**src/rtl/uart_pkg.sv**
```systemverilog
// +----------------------------------------------------------------------------+
// | Module  : uart_pkg                                                         |
// | Brief   : Shared types and defaults for the UART transmit FIFO path.       |
// | Revision: 1.0                                                              |
// +----------------------------------------------------------------------------+
`default_nettype none

package uart_pkg;

  localparam int DATA_BITS_DEFAULT  = 8;
  localparam int DEPTH_LOG2_DEFAULT = 4;

  typedef enum logic [1:0] {
    IDLE  = 2'd0,
    OFFER = 2'd1,
    SEND  = 2'd2
  } uart_tx_fifo_state_t;

endpackage

`default_nettype wire

```
**src/rtl/uart_sync_fifo.sv**
```systemverilog
// +----------------------------------------------------------------------------+
// | Module  : uart_sync_fifo                                                   |
// | Brief   : Generic single-clock circular FIFO with wrap-bit pointers.       |
// | Revision: 1.0                                                              |
// +----------------------------------------------------------------------------+
`default_nettype none

module uart_sync_fifo #(
  parameter int DATA_BITS  = 8,
  parameter int DEPTH_LOG2 = 4
) (
  input  logic                  clk_i,
  input  logic                  nrst_i,
  input  logic                  wr_en_i,
  input  logic [DATA_BITS-1:0]  wr_data_i,
  input  logic                  rd_en_i,
  input  logic                  flush_i,
  output logic [DATA_BITS-1:0]  rd_data_o,
  output logic                  full_o,
  output logic                  empty_o,
  output logic [DEPTH_LOG2:0]   level_o,
  output logic                  overflow_o
);

  localparam int DEPTH = 1 << DEPTH_LOG2;
  localparam logic [DEPTH_LOG2:0] PTR_ONE = {{DEPTH_LOG2{1'b0}}, 1'b1};

  logic [DATA_BITS-1:0] mem_q [DEPTH];
  logic [DEPTH_LOG2:0]  wr_ptr_q, wr_ptr_d;
  logic [DEPTH_LOG2:0]  rd_ptr_q, rd_ptr_d;
  logic                 overflow_q, overflow_d;
  logic                 w_full, w_empty, w_wr_ok, w_rd_ok;

  assign w_empty = (wr_ptr_q == rd_ptr_q);
  assign w_full  = (wr_ptr_q[DEPTH_LOG2-1:0] == rd_ptr_q[DEPTH_LOG2-1:0]) &&
                   (wr_ptr_q[DEPTH_LOG2] != rd_ptr_q[DEPTH_LOG2]);
  // Writes look only at the registered full flag; a same-cycle pop does not free a slot.
  assign w_wr_ok = wr_en_i && !w_full && !flush_i;
  assign w_rd_ok = rd_en_i && !w_empty;

  always_comb begin
    wr_ptr_d   = wr_ptr_q;
    rd_ptr_d   = rd_ptr_q;
    overflow_d = wr_en_i && w_full && !flush_i;
    if (w_wr_ok) begin
      wr_ptr_d = wr_ptr_q + PTR_ONE;
    end
    if (flush_i) begin
      rd_ptr_d = wr_ptr_q;
    end else if (w_rd_ok) begin
      rd_ptr_d = rd_ptr_q + PTR_ONE;
    end
  end

  always_ff @(posedge clk_i) begin
    if (!nrst_i) begin
      wr_ptr_q   <= '0;
      rd_ptr_q   <= '0;
      overflow_q <= 1'b0;
    end else begin
      wr_ptr_q   <= wr_ptr_d;
      rd_ptr_q   <= rd_ptr_d;
      overflow_q <= overflow_d;
    end
  end

  always_ff @(posedge clk_i) begin
    if (w_wr_ok) begin
      mem_q[wr_ptr_q[DEPTH_LOG2-1:0]] <= wr_data_i;
    end
  end

  assign rd_data_o  = w_empty ? '0 : mem_q[rd_ptr_q[DEPTH_LOG2-1:0]];
  assign full_o     = w_full;
  assign empty_o    = w_empty;
  assign level_o    = wr_ptr_q - rd_ptr_q;
  assign overflow_o = overflow_q;

endmodule

`default_nettype wire

```
**src/rtl/uart_tx_fifo.sv**
```systemverilog
// +----------------------------------------------------------------------------+
// | Module  : uart_tx_fifo                                                     |
// | Brief   : FIFO feeding uart_tx one word per frame via its ready/busy/done  |
// |           handshake. Define UART_TX_FIFO_FLUSH_EN to add the flush_in port.|
// | Revision: 1.0                                                              |
// +----------------------------------------------------------------------------+
`default_nettype none

module uart_tx_fifo
  import uart_pkg::*;
#(
  parameter int DATA_BITS  = DATA_BITS_DEFAULT,
  parameter int DEPTH_LOG2 = DEPTH_LOG2_DEFAULT
) (
  input  logic                  sysclk_in,
  input  logic                  nrst_in,
  input  logic                  wr_en_in,
  input  logic [DATA_BITS-1:0]  wr_data_in,
  output logic                  full_out,
  output logic                  empty_out,
  output logic [DEPTH_LOG2:0]   level_out,
  output logic                  overflow_out,
  output logic [DATA_BITS-1:0]  tx_data_out,
  output logic                  data_rdy_out,
  input  logic                  tx_busy_in,
  input  logic                  tx_done_in
`ifdef UART_TX_FIFO_FLUSH_EN
  ,
  input  logic                  flush_in
`endif
);

  uart_tx_fifo_state_t state_q;
  logic                data_rdy_q;
  logic                busy_q;
  logic                w_busy_rise;
  logic                w_pop;
  logic                w_flush;
  logic                w_empty;

`ifdef UART_TX_FIFO_FLUSH_EN
  assign w_flush = flush_in;
`else
  assign w_flush = 1'b0;
`endif

  // uart_tx raising busy is the acknowledgement that it latched the offered word.
  assign w_busy_rise = tx_busy_in && !busy_q;
  assign w_pop       = (state_q == OFFER) && w_busy_rise;

  uart_sync_fifo #(
    .DATA_BITS  (DATA_BITS),
    .DEPTH_LOG2 (DEPTH_LOG2)
  ) u_fifo (
    .clk_i      (sysclk_in),
    .nrst_i     (nrst_in),
    .wr_en_i    (wr_en_in),
    .wr_data_i  (wr_data_in),
    .rd_en_i    (w_pop),
    .flush_i    (w_flush),
    .rd_data_o  (tx_data_out),
    .full_o     (full_out),
    .empty_o    (w_empty),
    .level_o    (level_out),
    .overflow_o (overflow_out)
  );

  always_ff @(posedge sysclk_in) begin
    if (!nrst_in) begin
      state_q    <= IDLE;
      data_rdy_q <= 1'b0;
      busy_q     <= 1'b0;
    end else begin
      busy_q <= tx_busy_in;
      case (state_q)
        IDLE: begin
          if (!w_empty && !tx_busy_in && !w_flush) begin
            state_q    <= OFFER;
            data_rdy_q <= 1'b1;
          end
        end
        OFFER: begin
          if (w_busy_rise) begin
            state_q    <= SEND;
            data_rdy_q <= 1'b0;
          end else if (w_flush) begin
            state_q    <= IDLE;
            data_rdy_q <= 1'b0;
          end
        end
        SEND: begin
          if (tx_done_in) begin
            state_q <= IDLE;
          end
        end
        default: begin
          state_q    <= IDLE;
          data_rdy_q <= 1'b0;
        end
      endcase
    end
  end

  assign empty_out    = w_empty;
  assign data_rdy_out = data_rdy_q;

endmodule

`default_nettype wire

```
**config.mk**
```make
export PLATFORM = sky130hd
export DESIGN_NAME = uart_tx_fifo
export DESIGN_NICKNAME = d
export VERILOG_FILES = /design/src/rtl/uart_pkg.sv /design/src/rtl/uart_sync_fifo.sv /design/src/rtl/uart_tx_fifo.sv
export SDC_FILE = /design/constraint.sdc
export NUM_CORES = 1
export LEC_CHECK = 0
export CAP_MARGIN = 20
export CORE_MARGIN = 1.5
export CORE_UTILIZATION = 44
export CTS_CLUSTER_DIAMETER = 50
export DETAILED_ROUTE_END_ITERATION = 7
export GPL_TIMING_DRIVEN = 0
export MAX_ROUTING_LAYER = met4
export PLACE_DENSITY_LB_ADDON = 0.05
export SETUP_SLACK_MARGIN = 0.02
export SLEW_MARGIN = 25
export SYNTH_ARGS = -nofsm -noshare
export SYNTH_HDL_FRONTEND = slang
export SYNTH_HIERARCHICAL = 1
export SYNTH_SLANG_ARGS = --single-unit
```
**constraint.sdc**
```tcl
create_clock -name sysclk_in -period 6.3 [get_ports sysclk_in]
set_clock_uncertainty 0.15 [all_clocks]
set_input_delay 1.26 -clock sysclk_in [delete_from_list [all_inputs] [get_ports sysclk_in]]
set_output_delay 1.26 -clock sysclk_in [all_outputs]
set_load 0.02 [all_outputs]
```
==> summary.md <==
The run finished with clean final reports. The tools report the launching instance or port of the critical path as u_fifo/wr_ptr_q[0]. After detailed routing, the number of vias per cell comes to 5.32. The total core area was 13300 sq um; the number of hold buffers added after cts was 0. Most used flip-flop cell after synthesis: edfxtp_1.

The run gives 0 as the number of buffers inserted by post-CTS setup repair. Counting cells, the worst reg-to-reg path comes to 6. The final-stage net count was 412.

The die is 121 um tall. Following the worst setup path forward leads to its endpoint at tx_data_out[1]. Cell at the slowest stage of the critical path: clkdlybuf4s50_1. The worst setup path is of the flip-flop to output pin kind. The count of nets left with antenna violations once routing finished came out at 0. The count of port buffers added during placement is 29. After technology mapping, the gate count stands at 335. Once placement finished, the instance area stood at 6640 sq um. The worst path in the final design needs a cycle of 4.34 ns, including I/O delays and setup.

Detailed placement finished with a half-perimeter wire length of 7.77 mm. Summing over every cut layer, the via total after detailed routing is 3070. The share of synthesized area in the top cell type comes to 63.2%. The count of state elements after synthesis was 147; the number of levels the H-tree was split into was 4.

The proportion of layout cells with a drive suffix above 1 works out to 19.0%. The later pin in the worst-skew pair is clocked with a latency of 0.42 ns. The count of unique library cells instantiated by Yosys is 47, and the final number of hold-violating endpoints is 0.

For the pin with the worst max-slew slack, the measured transition is 0.973 ns. The worst-case IR drop observed on VDD is 0.168 mV. Walking the worst path, the cells encountered are inv_1 -> ha_1 -> and4_1 -> nand2_1 -> o21ai_0 -> a21oi_1 -> clkdlybuf4s50_1. For the weighted congestion at the end of routability-driven global placement, the log shows 0.779. The number of placed instances, taps included, is 546. The clock net in this run drives a total of 147 sinks. The power density relative to cell area is 319 nW/um^2.

Aggregate negative setup slack: 0 ns. The tools report the number of antenna violations at the first check in global routing as 0. Measured against its own limit, the worst slew margin works out to 34.9%. The number of global-route vias before repair was 3164; the effective utilization at floorplan was 45.5%. In this run the static leakage power is 2.40 nW.

The first global-routing pass estimated 18.5 mm of wire. In the layout the commonest cells are 128 x edfxtp_1, 29 x clkdlybuf4s50_1, 20 x mux4_2, 19 x dfxtp_1, 17 x clkbuf_16. Kind of end point of the critical path: an output pin. The iteration count of the initial detailed-routing pass was 4. The tree is rooted in a clkbuf_16. The die boundary width was 121 um. Of all cell types, the one taking the most synthesized area is edfxtp_1. After clock tree synthesis, the clock-pin slew on the worst setup and hold paths is 0.06 ns.

In this design, the stage delay of the slowest critical-path cell is 0.69 ns. Global routing used 18.8% of the available tracks across all layers. The logs give 17 for the maximum number of pins on one net before global-route repair and 14500 sq um for the area of the die.

The run gives 577 as the final cell count without fillers. During I/O placement, the number of pins put on the boundary was 30. The minimum setup slack among reg-to-reg paths was 3.45 ns. The library cell used most frequently in the layout, excluding fill and tap cells, is edfxtp_1.

Average routed wire per standard cell: 20.8 um. In this run the critical register-to-register path is captured at u_fifo/mem_q[9][4]. The final instance area was 7230 sq um; the max-slew violation total from the final report was 0.

Across the run, the number of max-cap violations was 0. The longest clock path from root to sink contains 2 buffers. The tools report the antenna diode instance count as 0. For the maximum achievable frequency, the log shows 231 MHz.

After synthesis, the cell types taking the most area are edfxtp_1 63%, mux4_2 7.4%, dfxtp_1 6.3%. For the floorplan row count, the log shows 42. The number of instances resized during post-cts repair was 0; the number of buffers added by the clock tree synthesis step was 17. The path class of the tightest hold or removal check is flip-flop to flip-flop. Setup repair after global routing left no endpoint under its margin. Counting flops with a built-in enable in the synthesized netlist gives 128.

The tools report the kind of start point of the critical path as a flip-flop. For this run, the number of Yosys warnings is 6. For the combined area of all synthesized cells, the log shows 6080 sq um. For the arrival time of the worst setup path, the log shows 2.93 ns. For the worst setup path, the data required time is 4.89 ns. From synthesis to final layout, the design area changed by 19.0%. TritonCTS built the clock tree. The final-report setup violation count was 0.

The startpoint identified for the worst register-to-register timing path is u_fifo/wr_ptr_q[0]. For this run, the register share of the synthesized area comes to 69.5%. Of all nets on the critical path, the largest fanout is 9. For this run, design rule violations remaining after detail routing come to 0. Post-synthesis async set-or-reset flop share: 0%.

The initial detailed-routing violation count was 209; the final clock period utilization by the worst path was 68.8%. Summed over all layers, the global routing overflow is 0. The average instance in the mapped netlist occupies 18.1 sq um.

The post-detailed-routing wire length came out at 12.0 mm.
[through the flow]
| step | setup WS [ns] | power [mW] | utilization (%) | hold slack [ns] |
|---|---|---|---|---|
| detailed placement | 2.42 | 1.31 | 49.7 | 0.349 |
| floorplan | 3.24 | 1.22 | - | 0.317 |
| global route | 1.81 | 2.38 | 54.2 | 0.386 |
| global placement | 2.10 | 1.31 | 49.5 | 0.344 |
| finish | 1.96 | 2.30 | 54.2 | 0.360 |
| CTS | 1.95 | 2.32 | 54.2 | 0.357 |
[logic make-up (layout without fill, tap and decap cells)]
| kind of cell | Yosys count | count (layout) | share of synthesized area, % |
|---|---|---|---|
| buffers and inverters | 25 | 86 | 2.20 |
| adders and majority gates | 10 | 10 | 2.18 |
| and+or+nand+nor | 48 | 48 | 4.18 |
| AOI/OAI and AO/OA | 44 | 44 | 4.61 |
| DFF | 147 | 147 | 69.5 |
| other | 1 | 6 | 0.0617 |
| xor gates and xnor gates | 10 | 10 | 1.56 |
| muxes | 50 | 50 | 15.7 |
[sequential cells by signal, indices dropped and copies added (netlist names), named ones only]
signal / cells
u_fifo/mem_q: 128
u_fifo/rd_ptr_q: 5
u_fifo/wr_ptr_q: 5
state_q: 2
busy_q: 1
data_rdy_out: 1
u_fifo/overflow_o: 1
[cell usage after synthesis (2+ instances only)]
library cell,n
a311oi_1,2
dfxtp_1,19
mux2i_1,10
and2_1,5
mux2_2,8
mux4_1,12
xnor2_1,8
clkbuf_1,5
a21o_1,2
mux4_2,20
nor2_1,13
a21oi_1,15
inv_1,10
edfxtp_1,128
o211a_1,2
buf_2,7
nand4_1,2
o21ai_1,4
nand2_1,8
nand2b_1,3
a31oi_1,2
nor3_1,6
buf_6,2
o21a_1,2
nor2b_1,2
o21ai_0,8
nor3b_1,2
ha_1,9
[layer usage]
layer	vias up	global-route usage, %	share of wire [%]
met5	-	-	0
met4	0	6.84	1.4
met3	15	5.57	4.0
met2	65	29.4	49
met1	1549	23.4	46
li1	1441	-	-
[where the power goes]
| part | internal [mW] | switching [mW] |
|---|---|---|
| Sequential | 1.07 | 0.00719 |
| Clock | 0.652 | 0.364 |
| Combinational | 0.0968 | 0.114 |
| Total | 1.82 | 0.485 |
[critical path, delay by kind of cell, from the launching register on]
| family | cells | cell delay (ns) |
|---|---|---|
| AO/OA/AOI/OAI | 2 | 0.36 |
| flip-flops | 1 | 0.38 |
| adder cells (fa/ha/maj) | 1 | 0.35 |
| AND/OR/NAND/NOR | 2 | 0.59 |
| buffers and inverters | 2 | 0.82 |
[layout make-up]
class	instances	area (sq um)
Fill cell	1129	6120
Sequential cell	147	4220
Multi-Input combinational cell	168	1760
Clock buffer	18	429
Timing Repair Buffer	30	298
Tap cell	176	220
Clock inverter	13	166
Buffer	15	96.3
Inverter	10	37.5
[worst min path at each step]
stage	startpoint	endpoint	slack, ns	depth (start not counted)
2_1_floorplan	state_q[1]	state_q[0]	0.32	1
3_3_place_gp	state_q[1]	state_q[0]	0.34	1
3_5_place_dp	state_q[1]	state_q[0]	0.35	1
4_1_cts	state_q[1]	state_q[0]	0.36	1
5_1_grt	state_q[1]	state_q[0]	0.39	1
6_report	state_q[1]	state_q[0]	0.36	1
No activity file was read; power rests on OpenSTA's default activity.
